--- config.mk ---
export PLATFORM = sky130hd
export DESIGN_NAME = float_division
export DESIGN_NICKNAME = d
export VERILOG_FILES = /design/src/rtl/float_division.sv
export SDC_FILE = /design/constraint.sdc
export NUM_CORES = 1
export LEC_CHECK = 0
export CAP_MARGIN = 10
export CELL_PAD_IN_SITES_DETAIL_PLACEMENT = 1
export CELL_PAD_IN_SITES_GLOBAL_PLACEMENT = 1
export CORE_MARGIN = 2
export CORE_UTILIZATION = 45
export DETAILED_ROUTE_END_ITERATION = 8
export GPL_ROUTABILITY_DRIVEN = 0
export PLACE_DENSITY_LB_ADDON = 0.05
export SLEW_MARGIN = 20
export SYNTH_ARGS = -nofsm -noshare
export SYNTH_HDL_FRONTEND = slang
export SYNTH_SLANG_ARGS = --single-unit
export TNS_END_PERCENT = 1
--- constraint.sdc ---
create_clock -name clk -period 11.4 [get_ports clk]
set_input_delay 2.28 -clock clk [delete_from_list [all_inputs] [get_ports clk]]
set_output_delay 2.28 -clock clk [all_outputs]
set_load 0.02 [all_outputs]
--- src/rtl/float_division.sv ---
// float_division
// Sequential IEEE-754 single-precision divider (Quotient = Number_1 / Number_2).
// A restoring mantissa divider produces one quotient bit per enabled cycle;
// the mantissa is truncated, denormals are flushed to zero, and an input
// exponent of 255 is treated as an ordinary number.
//
// Ports:
//   clk       clock, rising edge
//   rst       synchronous active-high reset (priority over ce)
//   ce        clock enable; when low all state and outputs hold
//   Start     request, accepted only while idle
//   Number_1  dividend, latched on an accepted Start
//   Number_2  divisor, latched on an accepted Start
//   Quotient  result register, held until the next result
//   Valid     one-enabled-cycle pulse when Quotient is updated
//   Busy      high from the accepting edge until the result edge
module float_division (
  input  logic        clk,
  input  logic        rst,
  input  logic        ce,
  input  logic        Start,
  input  logic [31:0] Number_1,
  input  logic [31:0] Number_2,
  output logic [31:0] Quotient,
  output logic        Valid,
  output logic        Busy
);

  typedef enum logic [1:0] {
    IDLE,
    DIVIDE,
    NORM
  } state_t;

  state_t      state, state_nxt;

  logic        sign_r;
  logic [7:0]  e1_r, e2_r;
  logic [25:0] rem_r;
  logic [23:0] div_r;
  logic [24:0] q_r;
  logic [4:0]  cnt_r;

  logic        rem_ge;
  logic [25:0] rem_next;
  logic [9:0]  exp_u;
  logic [22:0] mant;
  logic [31:0] result;

  // Next-state logic
  always_comb begin
    state_nxt = state;
    case (state)
      IDLE:    if (Start) state_nxt = DIVIDE;
      DIVIDE:  if (cnt_r == 5'd24) state_nxt = NORM;
      NORM:    state_nxt = IDLE;
      default: state_nxt = IDLE;
    endcase
  end

  always_ff @(posedge clk) begin
    if (rst)     state <= IDLE;
    else if (ce) state <= state_nxt;
  end

  // One restoring-division step. rem stays below 2*div, so the shifted
  // remainder never exceeds 26 bits.
  always_comb begin
    rem_ge   = (rem_r >= {2'b00, div_r});
    rem_next = rem_r << 1;
    if (rem_ge) rem_next = (rem_r - {2'b00, div_r}) << 1;
  end

  // Exponent is computed modulo 2^10 and then read as two's complement:
  // bit 9 set means negative, so "E <= 0" and "E >= 255" are plain bit tests.
  always_comb begin
    exp_u  = {2'b00, e1_r} - {2'b00, e2_r} + 10'd127 - {9'd0, ~q_r[24]};
    mant   = q_r[24] ? q_r[23:1] : q_r[22:0];
    result = {sign_r, exp_u[7:0], mant};
    if (e1_r == 8'd0 && e2_r == 8'd0)
      result = 32'h7FC0_0000;
    else if (e2_r == 8'd0)
      result = {sign_r, 8'hFF, 23'd0};
    else if (e1_r == 8'd0)
      result = {sign_r, 31'd0};
    else if (!exp_u[9] && exp_u >= 10'd255)
      result = {sign_r, 8'hFF, 23'd0};
    else if (exp_u[9] || exp_u == 10'd0)
      result = {sign_r, 31'd0};
  end

  // Datapath and output registers
  always_ff @(posedge clk) begin
    if (rst) begin
      sign_r   <= 1'b0;
      e1_r     <= '0;
      e2_r     <= '0;
      rem_r    <= '0;
      div_r    <= '0;
      q_r      <= '0;
      cnt_r    <= '0;
      Quotient <= '0;
      Valid    <= 1'b0;
      Busy     <= 1'b0;
    end else if (ce) begin
      Valid <= 1'b0;
      case (state)
        IDLE: begin
          if (Start) begin
            sign_r <= Number_1[31] ^ Number_2[31];
            e1_r   <= Number_1[30:23];
            e2_r   <= Number_2[30:23];
            rem_r  <= {2'b01, Number_1[22:0]};
            div_r  <= {1'b1, Number_2[22:0]};
            q_r    <= '0;
            cnt_r  <= '0;
            Busy   <= 1'b1;
          end
        end
        DIVIDE: begin
          q_r   <= {q_r[23:0], rem_ge};
          rem_r <= rem_next;
          cnt_r <= cnt_r + 5'd1;
        end
        NORM: begin
          Quotient <= result;
          Valid    <= 1'b1;
          Busy     <= 1'b0;
        end
        default: ;
      endcase
    end
  end

endmodule

==> results of run 1 <==
## logic make-up after synthesis
| group | count (synthesis) | share of synthesized area [%] |
|---|---|---|
| compound gates | 260 | 24.1 |
| mux | 27 | 3.53 |
| xor+xnor | 31 | 3.84 |
| fa+ha+maj | 45 | 7.63 |
| buf+inv | 111 | 5.90 |
| simple gates | 342 | 20.2 |
| flops | 133 | 34.8 |
## final cells by class
type	count	area, um2	area share [%]
well taps	220	275	2.94
clock inverters	15	155	1.65
clock buffers	17	425	4.54
multi-input cells	705	4560	48.6
flip-flops and latches	133	2660	28.4
inverters	58	218	2.32
repair buffers	111	1080	11.6
## worst max-delay path: cells and delay by family
family                 cells  cell delay, ns
and+or+nand+nor            3            1.52
buffers and inverters      2            0.88
AOI/OAI and AO/OA          1            0.41
## cells in the final DEF (no fill, tap or decap), types with 4 or more instances in the layout
cell type and count:
nand3b_1 7, o21a_1 9, nor2_1 57, inv_1 57, nor4_1 4, a311oi_1 4
o21ai_0 24, or3_1 4, o41ai_1 7, a21oi_1 99, a21o_1 9, o211ai_1 9
a221oi_1 5, nand2_1 162, a211oi_1 24, nor3_1 22, nand2b_1 7, inv_6 8
clkbuf_16 17, ha_1 41, nand3_1 38, clkdlybuf4s50_1 100, and2_1 7, mux2i_1 27
xnor2_1 14, nand4_1 7, nor2b_1 5, dfxtp_1 133, buf_4 11, xor2_1 14
a32o_1 4, a31oi_1 4, o21ai_2 20
## registers in the layout, summed over array words and instances (netlist names)
signal,count
Busy,1
Valid,1
sign_r,1
q_r,25
e1_r,8
cnt_r,5
rem_r,26
div_r,24
state,2
e2_r,8
Quotient,32
## worst max-delay path by stage
stage          slack (ns)           end  depth (start not counted)  startpoint
3_3_place_gp         6.32      rem_r[5]                          6          ce
4_1_cts              6.54      rem_r[3]                          6          ce
5_1_grt              6.30      rem_r[3]                          6          ce
3_5_place_dp         6.13      rem_r[6]                          6          ce
2_1_floorplan        7.76  Quotient[22]                         18     e2_r[1]
6_report             6.60      rem_r[6]                          6          ce
## metrics by stage
stage	area (um2)	util, %	instances	hold slack, ns
after global routing	9380	56.3	1259	0.474
after detailed placement	8800	52.9	1227	0.444
after floorplan	7660	-	949	0.435
after CTS	9380	56.3	1259	0.458
final	9380	56.3	1259	0.454
after global placement	8800	52.9	1227	0.438
## routing by layer
metal | global-route usage [%] | vias up
met5 | 0 | -
met4 | 7.02 | 0
met3 | 4.35 | 27
met2 | 42.6 | 102
met1 | 30.9 | 3374
li1 | - | 3518
## power by group
part | total, mW | internal (mW) | switching [mW]
sequential | 0.496 | 0.482 | 0.0137
combinational | 0.521 | 0.210 | 0.311
clock | 0.551 | 0.310 | 0.241
total | 1.57 | 1.00 | 0.566
==> run metrics, run 1 <==
status completed; RSZ-0062 raised after global routing no; Hold Path Depth 2; initial antenna violation count 0; min-delay worst type flop to flop; die area 18100 um2; die height between 100 and 150 um; vias in the first global route 7209; Slew headroom 35.7%; Avg WL per Cell 16.9 um; Final Skew 0.00815 ns; max-cap violations 0; CTS tree built; share of layout cells above drive strength 1 between 8 and 9%; H-tree Lvls 4; R2R setup slack 6.86 ns; Critical Path Start Type primary input; CTS resizes 0; crit path cell chain clkdlybuf4s50_1, nor2b_1, and3_2, nor2_2, buf_4, o41ai_1; Seq cells post-synth 133; Clock Path Buffers 2; Syn Area/Cell ~8.1 um2; Hold Path End div_r[17]; Row Count 47; Post-Syn Nets roughly 1100; final hold vios 0; drt via density 5.58; PnR worst setup slack ~6.6 ns; prevailing post-synth register cell dfxtp_1; # Post-CTS Setup Buffers 0; Netlist cell types 81; critical path required time approximately 12 ns; CTS hold repair buffers 0; Async SR Flop Fraction 0%; hold_sp div_r[17]; RR Startpoint e2_r[1]; crit path DAT 5.11 ns; CTS clk-pin slew, worst paths roughly 0.060 ns; top cell type's share of synthesized area 34.8%; CTS Root Cell clkbuf_16; area leader, netlist dfxtp_1; # IOs 102; largest net degree at the start of global routing 71; Post-DRT Antenna Nets 0; fillers around 2000; number of synthesized flops with an enable pin 0; total CTS buffers 17; Die W 134 um; Area Overhead vs Synth 22.4%; Slowest cell on crit path and3_2; CP max stage delay between 0.8 and 0.9 ns; total wire length 21200 um; Cell Area, Synth 7660 um2; global route overflow 0; Pleak 3.38 nW; Final nets 1138; DPL Wire Length around 15000 um; met3 WL post-DR 492 um; WS Path Type primary input to flop; Critical Path Sink Type flop; antenna cells 0; Sink Count 133; WL met1 9760 um; Slew Viols, Final 0; first-pass GRT wire length 35700 um; all-layer global routing usage 24.4%; Syn. warnings 0; most common cell in the netlist nand2_1; top post-synthesis cells by area dfxtp_1 (35%), nand2_1 (7.9%), ha_1 (6.7%); Gate Count Post-Synth 949; fin crit share 42.1%; vias 7021; Port Buffer Count roughly 100; core area 16600 um2; Crit Path Max Fanout 47; met2 routed WL 10500 um; synth cell count leaders nand2_1 (162), dfxtp_1 (133), a21oi_1 (99), nor2_1 (58), inv_1 (57); Placement Setup Slack 6.13 ns; Power, Total 1.57 mW; setup_tns 0 ns; Initial Utilization 46.0%; Clock Latency Late Sink 0.43 ns; sequential area share after synthesis 34.8%; drt drc 0; drt pass-1 iters 4; Worst-Margin Slew 0.964 ns; top layer in use met4; worst-case reg-to-reg path depth 17; Max Clk Rate about 210 MHz; cell area power density 167 nW/um2; fin crit period slightly below 5 ns; r2r endpoint Quotient[1]; worst vdd ir 0.000115 V; setup violators final 0; initial drt markers between 200 and 300
Power figures use the tool's default switching activity.
==> run 2, diff against run 1 <==
- CORE_UTILIZATION: 45 -> 42
- clock period: 11.4 -> 4.9 ns (I/O delays scaled with it)
==> run 2 against run 1 <==
Against the previous run: critical path depth increased by 12; via count decreased by 1.1%; flip-flop and latch count unchanged; core utilization decreased by 3.5 points; wire length increased by 0.88%; clock-buffer cell count increased by 2; sequential power increased by 130%; register-to-register slack got worse by 6.2 ns; clock power increased by 140%; global-route usage decreased by 1.8 points; largest power group unchanged; highest routed layer unchanged.
==> run metrics, run 2 (synthesized netlist as in run 1, its figures left out) <==
placed inst area 8850 um2 (was 8800 um2); Slew headroom 42.2% (was 35.7%); cell area after layout 9470 um2 (was 9380 um2); Port Buffer Count 101 (unchanged); CTS hold repair buffers 0 (unchanged); CTS Root Cell clkbuf_16 (unchanged); Crit path depth 18 (was 6); CTS resizes 0 (unchanged); Final Skew 0.00952 ns (was 0.00815 ns); Critical Path Sink Type flop (unchanged); Slowest cell on crit path buf_4 (was and3_2); register area 2660 um2 (unchanged); H-tree Lvls 4 (unchanged); worst-case reg-to-reg path depth 18 (was 17); multi-input logic area 4560 um2 (unchanged); Pleak 3.41 nW (was 3.38 nW); Finished Core Util 52.9% (was 56.3%); Max Clk Rate 237 MHz; crit path DAT 4.52 ns (was 5.11 ns); CTS tree built (unchanged); max-cap violations 0 (unchanged); commonest non-fill, non-tap cell in the layout nand2_1 (unchanged); CP Capture Point Quotient[2] (was rem_r[6]); Row Count 49 (was 47); Initial Utilization 42.8% (was 46.0%); total wire length 21400 um (was 21200 um); fin crit share 86.0%; final hold vios 0 (unchanged); worst vdd ir 0.000280 V (was 0.000115 V); biggest regs Quotient x32, rem_r x26, q_r x25 (unchanged); Placed Instances 1240 (was 1227); vias in the first global route 7151 (was 7209); total CTS buffers 17 (unchanged); CP top delay family compound AO/OA/AOI/OAI gates (was simple AND/OR/NAND/NOR gates); die height 139 um (was 134 um); initial drt markers 286 (was 269); antenna cells 0 (unchanged); vias 6943 (was 7021); share of layout cells above drive strength 1 9.20% (was 8.85%); fin crit period roughly 4.2 ns; Critical Path Start Type flop (was primary input); CTS clk-pin slew, worst paths 0.06 ns (about the same); Crit Path Max Fanout 23 (was 47); Area Overhead vs Synth 23.6% (was 22.4%); Slew Viols, Final 0 (unchanged); Avg WL per Cell 16.8 um (was 16.9 um); Final Non-Filler Cells 1272 (was 1259); # IOs 102 (unchanged); DPL Wire Length 15300 um (was 15100 um); core area 17900 um2 (was 16600 um2); RSZ-0062 raised after global routing no (unchanged); largest net degree at the start of global routing 74 (was 71); fillers 2191 (was 1987); drt pass-1 iters 4 (unchanged); worst hold margin 0.451 ns (was 0.454 ns); most frequent cells in the layout nand2_1 (162), dfxtp_1 (133), clkdlybuf4s50_1 (100) (unchanged); Post-DRT Antenna Nets 0 (unchanged); first-pass GRT wire length 35800 um (was 35700 um); # Post-CTS Setup Buffers 0 (unchanged); Crit path buffers/inverters 2 (unchanged); max reg flops 32 (unchanged); Die W 139 um (was 134 um); r2r endpoint Quotient[2] (was Quotient[1]); min-delay worst type flop to flop (unchanged); Sink Count 133 (unchanged); die area 19300 um2 (was 18100 um2); WS Path Type flop to flop (was primary input to flop); critical path required time 5.21 ns (was 11.71 ns); R2R setup slack 0.69 ns (was 6.86 ns); Clock Latency Late Sink 0.43 ns (about the same); crit path from e2_r[1] (was ce); largest reg by FF count Quotient (unchanged); CP max stage delay 0.37 ns (was 0.86 ns); cell area power density 392 nW/um2 (was 167 nW/um2); setup violators final 0 (unchanged); initial antenna violation count 0 (unchanged); setup_tns 0 ns (unchanged); Final nets 1142 (was 1138); drt drc 0 (unchanged); all-layer global routing usage 22.6% (was 24.4%); crit path cell chain inv_1, ha_1, nor2b_1, o31a_4, o311a_4, o21a_1, nor2_1, xnor2_1, ha_1, nand2b_1, nor3b_1, mux2i_1, nand4_1, nor2_1, o31a_1, o2111ai_4, buf_4, o21ai_0 (was clkdlybuf4s50_1, nor2b_1, and3_2, nor2_2, buf_4, o41ai_1); status completed (unchanged); drt via density 5.46 (was 5.58); Clock Path Buffers 2 (unchanged); Worst-Margin Slew 0.859 ns (was 0.964 ns); global route overflow 0 (unchanged); RR Startpoint e2_r[1] (unchanged)
[run 2: changes by cell type in the layout (fill, tap and decap cells not counted), sizes merged]
cell	previous run	this run
clkbuf	17	19
bufinv	1	2
buf	11	15
inv	69	65
clkinvlp	1	2
[run 2: cell type report]
| cell class | count | area share (%) |
|---|---|---|
| sequential | 133 | 28.1 |
| inverter | 58 | 2.30 |
| tap | 229 | 3.03 |
| multi-input combinational | 705 | 48.2 |
| clock inverter | 13 | 1.71 |
| clock buffer | 19 | 4.79 |
| timing repair buffer | 115 | 11.9 |
[run 2: worst reg2reg max path, stage by stage (launching register included)]
cell	delay, ns
dfxtp_1	0.35
inv_1	0.08
ha_1	0.26
nor2b_1	0.15
o31a_4	0.32
o311a_4	0.36
o21a_1	0.18
nor2_1	0.13
xnor2_1	0.09
ha_1	0.34
nand2b_1	0.12
nor3b_1	0.29
mux2i_1	0.13
nand4_1	0.15
nor2_1	0.08
o31a_1	0.36
o2111ai_4	0.19
buf_4	0.37
o21ai_0	0.15
[run 2: per-layer routing]
layer / track usage (%) / part of all wire [%] / vias up
met4: 6.54 / 1.2 / 0
met1: 28.0 / 46 / 3313
met5: 0 / 0 / -
li1: - / - / 3515
met3: 3.42 / 2.5 / 20
met2: 40.7 / 51 / 95
[run 2: power by group]
part           internal [mW]  switching, mW  total (mW)
logic                  0.498          0.723        1.22
registers               1.12         0.0296        1.15
clock network          0.794          0.547        1.34
total                   2.41           1.30        3.71
[run 2: how the worst min path moves through the flow]
stage,startpoint,to,slack (ns),cells after the start
global placement,Quotient[1],Quotient[1],0.44,2
CTS,div_r[8],div_r[8],0.46,2
global route,Quotient[15],Quotient[15],0.48,2
finish,Quotient[1],Quotient[1],0.45,2
floorplan,div_r[23],div_r[23],0.44,2
detailed placement,Quotient[1],Quotient[1],0.44,2
[run 2: per-stage QoR]
| step | worst slack (ns) | power [mW] |
|---|---|---|
| after floorplan | 1.26 | 2.10 |
| after global placement | 0.877 | 2.36 |
| after detailed placement | 0.771 | 2.38 |
| after CTS | 0.669 | 3.75 |
| after global routing | 0.318 | 3.93 |
| final | 0.688 | 3.71 |
==> run 3, diff against run 2 <==
- CELL_PAD_IN_SITES_DETAIL_PLACEMENT: 1 -> unset
- CELL_PAD_IN_SITES_GLOBAL_PLACEMENT: 1 -> unset
- CORE_UTILIZATION: 42 -> 56
==> run 3 against run 2 <==
Against the previous run: via count is 1.1% lower; clock-buffer cell count is 2 lower; worst setup slack better by 0.031 ns; sequential power hardly changed; final cell count is 4.2% lower; critical endpoint is now Quotient[0]; largest cell class unchanged; largest power group unchanged.
==> run metrics, run 3 (synthesized netlist as in run 1, its figures left out) <==
status completed (unchanged); setup violators final 0 (unchanged); worst hold margin 0.452 ns (was 0.451 ns); Pleak 3.40 nW (was 3.41 nW); cell area power density 391 nW/um2 (was 392 nW/um2); Row Count 42 (was 49); Worst-Margin Slew 0.854 ns (was 0.859 ns); placed inst area 8760 um2 (was 8850 um2); min-delay worst type flop to flop (unchanged); Port Buffer Count 101 (unchanged); core area 13300 um2 (was 17900 um2); Clock Path Buffers 2 (unchanged); CTS hold repair buffers 0 (unchanged); PnR worst setup slack 0.720 ns (was 0.688 ns); total CTS buffers 17 (unchanged); # IOs 102 (unchanged); total wire length 18000 um (was 21400 um); Avg WL per Cell 14.8 um (was 16.8 um); die height 121 um (was 139 um); CTS clk-pin slew, worst paths 0.06 ns (about the same); all-layer global routing usage 25.3% (was 22.6%); drt drc 0 (unchanged); Initial Utilization 57.6% (was 42.8%); share of layout cells above drive strength 1 9.12% (was 9.20%); Die W 121 um (was 139 um); critical path required time 5.19 ns (was 5.21 ns); Finished Core Util 70.6% (was 52.9%); Area Overhead vs Synth 22.4% (was 23.6%); fin crit share 85.3% (was 86.0%); max reg flops 32 (unchanged); global route overflow 0 (unchanged); fin crit period 4.18 ns (was 4.21 ns); Post-DRT Antenna Nets 0 (unchanged); drt pass-1 iters 5 (was 4); Clock Latency Late Sink 0.42 ns (was 0.43 ns); Final nets 1141 (was 1142); # Post-CTS Setup Buffers 0 (unchanged); Max Clk Rate 239 MHz (was 237 MHz); max-cap violations 0 (unchanged); initial antenna violation count 0 (unchanged); Slew Viols, Final 0 (unchanged); H-tree Lvls 4 (unchanged); worst vdd ir 0.000228 V (was 0.000280 V); most frequent cells in the layout nand2_1 (162), dfxtp_1 (133), clkdlybuf4s50_1 (100) (unchanged); vias in the first global route 6379 (was 7151); DPL Wire Length 12700 um (was 15300 um); biggest regs Quotient x32, rem_r x26, q_r x25 (unchanged); Placement Setup Slack 0.798 ns (was 0.771 ns); initial drt markers 326 (was 286); Critical Path Start Type flop (unchanged); CTS tree built (unchanged); crit path DAT 4.47 ns (was 4.52 ns); vias 6870 (was 6943); Crit Path Max Fanout 23 (unchanged); die area 14600 um2 (was 19300 um2); Slew headroom 43.0% (was 42.2%); RSZ-0062 raised after global routing no (unchanged); largest net degree at the start of global routing 81 (was 74); Final Skew 0.0111 ns (was 0.00952 ns); antenna cells 0 (unchanged); drt via density 5.64 (was 5.46); Power, Total 3.67 mW (was 3.71 mW); CTS Root Cell clkbuf_16 (unchanged); cell area after layout 9380 um2 (was 9470 um2); largest reg by FF count Quotient (unchanged); WS Path Type flop to flop (unchanged); CTS resizes 0 (unchanged); Critical Path Sink Type flop (unchanged); final hold vios 0 (unchanged); first-pass GRT wire length 30300 um (was 35800 um); setup_tns 0 ns (unchanged); Placed Instances 1186 (was 1240); commonest non-fill, non-tap cell in the layout nand2_1 (unchanged); Final Non-Filler Cells 1218 (was 1272); Sink Count 133 (unchanged)
[run 3: layout make-up]
cell class	count	area (um2)
clock inverter	15	190
timing repair buffer	114	1110
multi-input combinational	705	4560
sequential	133	2660
inverter	58	218
tap	176	220
clock buffer	17	425
fill	1114	3920
[run 3: final timing paths]
kind,startpoint,cells after the start,endpoint,slack [ns]
hold / removal,Quotient[31],2,Quotient[31],0.45
hold reg to reg,Quotient[31],2,Quotient[31],0.45
setup reg to reg,e2_r[1],18,Quotient[0],0.72
setup / recovery,e2_r[1],18,Quotient[0],0.72
[run 3: power by group]
group          internal (mW)  total (mW)  switching (mW)
registers               1.12        1.15          0.0294
clock network          0.813        1.33           0.521
logic                  0.490        1.18           0.691
[run 3: metal layers]
metal	global-route usage, %	up-vias	wire length [um]
li1	-	3518	-
met1	33.4	3200	8530
met2	42.4	137	8730
met3	4.93	15	595
met4	6.54	0	163
met5	0	-	0
[run 3: critical path: stages, from the launching register on]
cell and delay (ns):
dfxtp_1 0.35, inv_1 0.08, ha_1 0.26, nor2b_1 0.15
o31a_4 0.32, o311a_4 0.36, o21a_1 0.18, nor2_1 0.11
xnor2_1 0.09, ha_1 0.34, nand2b_1 0.10, nor3b_1 0.28
mux2i_1 0.12, nand4_1 0.16, nor2_1 0.08, o31a_1 0.35
o2111ai_4 0.18, buf_4 0.37, o21ai_0 0.15
